[config.mk]
export PLATFORM = sky130hd
export DESIGN_NAME = display_scan_ctrl
export DESIGN_NICKNAME = d
export VERILOG_FILES = /design/src/rtl/display_scan_ctrl.sv
export SDC_FILE = /design/constraint.sdc
export NUM_CORES = 1
export LEC_CHECK = 0
export CAP_MARGIN = 20
export CORE_AREA = 2 2 88 90
export DETAILED_ROUTE_END_ITERATION = 10
export DIE_AREA = 0 0 90 92
export REMOVE_ABC_BUFFERS = 1
export SETUP_SLACK_MARGIN = 0.1
export SYNTH_ARGS = -nofsm -noshare
export SYNTH_HDL_FRONTEND = slang
export SYNTH_SLANG_ARGS = --single-unit
export TNS_END_PERCENT = 1
[constraint.sdc]
create_clock -name clk -period 5.3 [get_ports clk]
set_input_delay 0.53 -clock clk [delete_from_list [all_inputs] [get_ports clk]]
set_output_delay 0.53 -clock clk [all_outputs]
set_load 0.1 [all_outputs]
[src/rtl/display_scan_ctrl.sv]
`timescale 1ns/1ps
// Three-digit multiplexed 7-segment driver: double-dabble binary-to-BCD converter plus a free-running digit scanner.
// Build option: define LEADING_ZERO_BLANK_EN to blank leading zeros on the hundreds and tens digits.
//
// state  | meaning
// IDLE   | waiting for load; ready=1
// SHIFT  | one double-dabble iteration per cycle, 10 in total
// COMMIT | copy BCD digits and overflow flag into display registers
module display_scan_ctrl #(
    parameter int PRESCALE = 50000
) (
    input  logic       clk,
    input  logic       rst_n,
    input  logic       load,
    input  logic [9:0] value,
    output logic       ready,
    output logic [6:0] seg,
    output logic [2:0] x
);

    localparam int PW = $clog2(PRESCALE);
    localparam logic [6:0] SEG_BLANK = 7'b1111111;
    localparam logic [6:0] SEG_DASH  = 7'b0111111;
`ifdef LEADING_ZERO_BLANK_EN
    localparam bit LZB = 1'b1;
`else
    localparam bit LZB = 1'b0;
`endif

    typedef enum logic [1:0] {IDLE, SHIFT, COMMIT} state_t;

    state_t        state, state_nxt;
    logic          capture, do_shift, do_commit;
    logic [21:0]   dd, dd_adj, dd_step;
    logic [3:0]    iter;
    logic          ovf_cap;
    logic [3:0]    disp_h, disp_t, disp_u;
    logic          disp_ovf;
    logic [PW-1:0] pre_cnt;
    logic          pre_wrap;
    logic [1:0]    digit_idx, scan_idx;
    logic [3:0]    digit;
    logic          blank;
    logic [6:0]    seg_nxt;
    logic [2:0]    x_nxt;

    function automatic logic [6:0] seg_encode(input logic [3:0] d);
        case (d)
            4'd0:    seg_encode = 7'b1000000;
            4'd1:    seg_encode = 7'b1111001;
            4'd2:    seg_encode = 7'b0100100;
            4'd3:    seg_encode = 7'b0110000;
            4'd4:    seg_encode = 7'b0011001;
            4'd5:    seg_encode = 7'b0010010;
            4'd6:    seg_encode = 7'b0000010;
            4'd7:    seg_encode = 7'b1111000;
            4'd8:    seg_encode = 7'b0000000;
            4'd9:    seg_encode = 7'b0010000;
            default: seg_encode = SEG_BLANK;
        endcase
    endfunction

    always_ff @(posedge clk) begin
        if (!rst_n) state <= IDLE;
        else        state <= state_nxt;
    end

    always_comb begin
        state_nxt = state;
        case (state)
            IDLE:    if (load) state_nxt = SHIFT;
            SHIFT:   if (iter == 4'd9) state_nxt = COMMIT;
            COMMIT:  state_nxt = IDLE;
            default: state_nxt = IDLE;
        endcase
    end

    always_comb begin
        ready     = (state == IDLE);
        capture   = (state == IDLE) && load;
        do_shift  = (state == SHIFT);
        do_commit = (state == COMMIT);
    end

    // Layout of dd: [21:18] hundreds, [17:14] tens, [13:10] units, [9:0] binary still to shift in.
    always_comb begin
        dd_adj = dd;
        for (int i = 0; i < 3; i++) begin
            if (dd[10+4*i +: 4] >= 4'd5)
                dd_adj[10+4*i +: 4] = dd[10+4*i +: 4] + 4'd3;
        end
        dd_step = {dd_adj[20:0], 1'b0};
    end

    always_ff @(posedge clk) begin
        if (!rst_n) begin
            dd       <= '0;
            iter     <= '0;
            ovf_cap  <= 1'b0;
            disp_h   <= '0;
            disp_t   <= '0;
            disp_u   <= '0;
            disp_ovf <= 1'b0;
        end else begin
            if (capture) begin
                dd      <= {12'd0, value};
                iter    <= '0;
                ovf_cap <= (value > 10'd999);
            end else if (do_shift) begin
                dd   <= dd_step;
                iter <= iter + 4'd1;
            end
            if (do_commit) begin
                disp_h   <= dd[21:18];
                disp_t   <= dd[17:14];
                disp_u   <= dd[13:10];
                disp_ovf <= ovf_cap;
            end
        end
    end

    assign pre_wrap = (pre_cnt == PW'(PRESCALE - 1));

    always_ff @(posedge clk) begin
        if (!rst_n) begin
            pre_cnt   <= '0;
            digit_idx <= 2'd0;
        end else begin
            pre_cnt <= pre_wrap ? '0 : pre_cnt + PW'(1);
            if (digit_idx == 2'd3)
                digit_idx <= 2'd0;
            else if (pre_wrap)
                digit_idx <= (digit_idx == 2'd2) ? 2'd0 : digit_idx + 2'd1;
        end
    end

    // An illegal index is displayed as the units slot so x never shows zero or two enables.
    assign scan_idx = (digit_idx == 2'd3) ? 2'd0 : digit_idx;

    always_comb begin
        digit = disp_u;
        blank = 1'b0;
        x_nxt = 3'b110;
        case (scan_idx)
            2'd1: begin
                digit = disp_t;
                blank = LZB && (disp_h == 4'd0) && (disp_t == 4'd0);
                x_nxt = 3'b101;
            end
            2'd2: begin
                digit = disp_h;
                blank = LZB && (disp_h == 4'd0);
                x_nxt = 3'b011;
            end
            default: begin
                digit = disp_u;
                blank = 1'b0;
                x_nxt = 3'b110;
            end
        endcase
        if (disp_ovf)   seg_nxt = SEG_DASH;
        else if (blank) seg_nxt = SEG_BLANK;
        else            seg_nxt = seg_encode(digit);
    end

    always_ff @(posedge clk) begin
        if (!rst_n) begin
            seg <= SEG_BLANK;
            x   <= 3'b111;
        end else begin
            seg <= seg_nxt;
            x   <= x_nxt;
        end
    end

endmodule

# [After elaboration in Yosys (flattened, before gate mapping)]
# Memories as Yosys holds them, arrays and structs flattened.
# Cells that the tools add are included.
# W data, S select, Z words.
[op_classes] bitwise_logic=1 order_cmp=4 addsub=6 reduce_logical=8 eq_ne=10 n_mux=13
[op_table] cell="$mux W10" n=2
[op_table] cell="$add A16 B1 Y16 const B" n=1
[op_table] cell="$eq A16 B16 Y1 const B" n=1
[op_table] cell="$ge A4 B3 Y1 const B" n=3
[op_table] cell="$gt A10 B10 Y1 const B" n=1
[op_table] cell="$add A4 B2 Y4 const B" n=2
[op_table] cell="$eq A2 B2 Y1 const B" n=4
[op_table] cell="$mux W2" n=4
[op_table] cell="$mux W4" n=2
[op_table] cell="$pmux W4 S2" n=1
[op_table] cell="$reduce_or A2 Y1" n=4
[op_table] cell="$mux W7" n=1
[op_table] cell="$pmux W3 S2" n=1
[op_table] cell="$add A4 B1 Y4 const B" n=1
[op_table] cell="$eq A2 B1 Y1 const B" n=2
[op_table] cell="$eq A4 B4 Y1 const B" n=1
[op_table] cell="$pmux W2 S2" n=1
[op_table] cell="$add A3 B2 Y3 const B" n=1
[op_table] cell="$mux W3" n=1
[op_table] cell="$add A2 B1 Y2 const B" n=1
[op_table] cell="$logic_not A2 Y1" n=1
[op_table] cell="$ne A2 B1 Y1 const B" n=1
[op_table] cell="$ne A2 B2 Y1 const B" n=1
[op_table] cell="$reduce_and A2 Y1" n=1
[op_table] cell="other kinds (3)" n=3
[totals] rom_bits=112 in_bits=13 out_inout_bits=11 regBits=70 mem_count=1 elab_cells=57
[memory_table] name="(no name shown)" depth=16 word_bits=7 rd=1 rd_ports_with_merged_regs=0 wr=0 line_no="48" source="case (d)"

# [Depth between registers and ports, before layout]
# An unclocked memory read counts as a cell.
[logic_depth] word_depth=6 depth_mapped=8

# [Worst setup path before layout]
# OpenSTA, ideal clock, no wires.
[synth_path] path_kind="register -> register" start="register state[1]" end="register dd[14]" synth_period_minus_slack_ps=2651 setup_time_ps=117 path_slack_ps=2649 arrival_time_ps=2534 path_stages_with_launch=6 path_buffers=1 required_ps=5183 cell_sequence="dfxtp_1 nor2_1 nand2_1 nand2_1 buf_2 nor2_1"
[synth_via] elab_chain_cells=3
[synth_rtl] item="from (decl)" line_no="32" source="state_t state, state_nxt;"
[synth_rtl] item="from (signal assigned)" line_no="65" source="else state <= state_nxt;"
[synth_rtl] item="$logic_not A2 Y1"
[synth_rtl] item="via ready" line_no="16" source="output logic ready,"
[synth_rtl] item="$logic_and A1 B1 Y1" line_no="80" source="capture = (state == IDLE) && load;"
[synth_rtl] item="$reduce_or A2 Y1 (no line)"
[synth_rtl] item="to (signal assigned)" line_no="106" source="dd <= {12'd0, value};"
[synth_rtl] item="to (signal assigned)" line_no="110" source="dd <= dd_step;"
[synth_rtl] item="to (decl)" line_no="34" source="logic [21:0] dd, dd_adj, dd_step;"
# The timed path passes the listed nets, and every way through them passes these cells.
# A chain may end at the register's enable or synchronous reset.

# [Worst setup path after layout]
[layout_path] start="register state[1]" end="output ready"
[layout_via] elab_chain_cells=1
[layout_rtl] item="$logic_not A2 Y1" line_no="79" source="ready = (state == IDLE);"
[layout_rtl] item="to (decl)" line_no="16"
# No other way between the ends.

==> impl_metrics.toml <==
[synth]
netlist_instances = 378
postSynthAreaPerCell_um2 = 8.540
ys_types = 43
synthMuxAreaShare_pct = 0.9302
synth-xor-area-share_pct = 6.240
synth_adder_area_share_pct = 5.426
ys_ff_latch = 70
synth_compound_area_share_pct = 18.37
synth_warnings = 0
seq_area_frac_synth_pct = 43.41
syn_area_um2 = 3228
synth-simple-area-share_pct = 21.90
synth_top_family_by_area = "simple AND/OR/NAND/NOR gates"

[floorplan]
core_area_um2 = 7447
fp.dieH_um = 92
die-area_um2 = 8280
start_util_pct = 43.35
io_pins = 24
num_rows = 32
fp.dieW_um = 90

[sta]
finClkSkew_ns = 0.004718
tightest_slew_ns = 0.9641
fin_ws_ns = 2.764
fin_setup_tns_ns = 0
finalSetupViolCount = 0
max_freq_mhz = 394.3
hold_viol_final = 0
rsz0062_at_grt = "false"
relSlewSlack_pct = 35.52
fin_hold_ws_ns = 0.4615
min_period_ns = 2.536
period_share_pct = 47.86
drv_slew = 0

[setup_path]
cp-end-kind = "output pin"
max_stage_delay_ns = 1.16
worstSetupPathType = "register to output pin"
crit_slowest_cell = "clkdlybuf4s50_1"
crit_required_ns = 4.77
path_cells = "nor2_1 -> clkdlybuf4s50_1"
worstPathArrival_ns = 2.01
start_kind = "register"
cp_max_fo = 5
ff2ff_setup_slack_ns = 3.26

[detailed_routing]
vias = 2494
drcViolationCount = 0
ant_nets = 0
drt-wirelength-per-cell_um = 11.38
wl_um = 5780
vias_per_cell = 4.909
drtIter0Drc = 91
firstDrtPassIters = 4

[power]
pwr_density_cell_nw_per_um2 = 285.1
power.total_mw = 1.065
vdd_drop_max_v = 0.0001709
leakage_nw = 1.318

[global_routing]
grt_max_degree = 37
grt_pass1_wl_um = 10250
grt_pass1_vias = 2356
grt_remaining_overflow = 0
grt_use_total_pct = 15.06
antenna_found_initial = 0

[cells_and_area]
n_antenna_cell = 0
area_growth_pct = 15.74
layout.nets = 428
fill_cells = 746
fin_area_um2 = 3736
layout_commonest_cell = "dfxtp_1"
mostFrequentLayoutCells = "70 x dfxtp_1, 66 x nand2_1, 45 x nor2_1, 23 x a21boi_0, 23 x clkdlybuf4s50_1"
drive_gt1_share_pct = 7.389

[clock_network]
ctsResizeCount = 0
cts_made_buffers = 9
path_clk_slew_ns = 0.07
ctsHoldBuffers = 0
cts_setup_buffers = 0
clockBufferDepth = 2
htreeDepth = 3
numClockSinks = 70
clock-root-buffer = "clkbuf_8"
cts_tree = "yes"
insertion_delay_ns = 0.34

[run_status]
status = "finished, final reports clean"

[job]
maxCapViolCount = 0

[placed_design]
place.gp.congestion = 0.8078
placed_area_um2 = 3521
pre_cts_slack_ns = 3.110
port_buffers = 23
hpwlAfterDp_um = 3988

[worst_hold_path]
hp-class = "register to register"
## final cells by class
| type | instances | area [um2] | area share, % |
|---|---|---|---|
| tap | 102 | 127.6 | 3.416 |
| multi-input combinational | 283 | 1709 | 45.75 |
| sequential | 70 | 1401 | 37.51 |
| clock buffer | 11 | 141.4 | 3.784 |
| clock inverter | 5 | 58.81 | 1.574 |
| inverter | 12 | 45.04 | 1.206 |
| timing repair buffer | 25 | 252.7 | 6.765 |
## cells in the mapped netlist, drive strengths merged
cell     instances  share of area [%]
a21o             3               0.78
o211ai           1               0.23
a211oi           1               0.23
and2             4               0.78
nand2b           7                1.4
o211a            1               0.31
ha              14                5.4
a31oi            2               0.85
and3             5               0.97
a21boi          23                5.3
nor3b            1               0.23
nor4bb           1               0.31
nor2            46                5.6
clkbuf           4               0.46
buf              9                1.9
nor3             6                1.1
nand2           68                8.1
nor4             1               0.19
o21ai           13                2.1
a21oi           25                4.5
o2111ai          2               0.54
xnor2           12                3.3
nand3            9                1.4
a22oi           11                2.7
nor2b            4               0.78
o21a             1               0.23
xor2            11                3.0
mux2i            3               0.93
inv             12                1.4
o32ai            2               0.54
dfxtp           70                 43
nand4            6                1.2
## state kept, by name (all words and copies together) (netlist names)
register / flops
ovf_cap: 1
disp_u: 4
disp_h: 4
disp_t: 4
seg: 7
pre_cnt: 16
iter: 4
digit_idx: 2
dd: 22
x: 3
state: 2
disp_ovf: 1
## cell families (layout without fill, tap and decap cells)
group                    count (synthesis)  in the layout
XOR/XNOR                                23             23
buffers and inverters                   25             53
flip-flops                              70             70
AND/OR/NAND/NOR                        158            158
AO/OA/AOI/OAI                           85             85
adder cells (fa/ha/maj)                 14             14
multiplexers                             3              3
## critical path, delay by kind of cell, from the launching register on
family | cells | cell delay [ns]
flip-flops | 1 | 0.35
buffers and inverters | 1 | 1.16
AND/OR/NAND/NOR | 1 | 0.17
## per-layer routing
| metal | track usage (%) | vias to the layer above | share of wire [%] |
|---|---|---|---|
| li1 | - | 1324 | - |
| met1 | 18.08 | 1124 | 50 |
| met2 | 24.62 | 36 | 44 |
| met3 | 5.012 | 10 | 3.6 |
| met4 | 6.667 | 0 | 2.1 |
| met5 | 0 | - | 0 |
## report_power, final
group / internal (mW) / switching [mW] / total, mW
logic: 0.0304 / 0.0591 / 0.0896
registers: 0.538 / 0.00708 / 0.545
clock network: 0.230 / 0.201 / 0.431
total: 0.799 / 0.267 / 1.07
## per-stage QoR
stage               util (%)  cells
global route           50.17    508
detailed placement     47.28    491
floorplan                  -    365
CTS                    49.97    507
global placement       47.28    491
finish                 50.17    508
## final timing paths
kind                        startpoint                    end  cells past startpoint
max reg2reg  digit_idx[0]$_SDFFE_PP0N_      seg[3]$_SDFF_PP1_                      7
max              state[1]$_SDFFE_PN0P_                  ready                      2
min              pre_cnt[0]$_SDFF_PP0_  pre_cnt[0]$_SDFF_PP0_                      1
min reg2reg      pre_cnt[0]$_SDFF_PP0_  pre_cnt[0]$_SDFF_PP0_                      1
(Power assumes the default switching activity.)
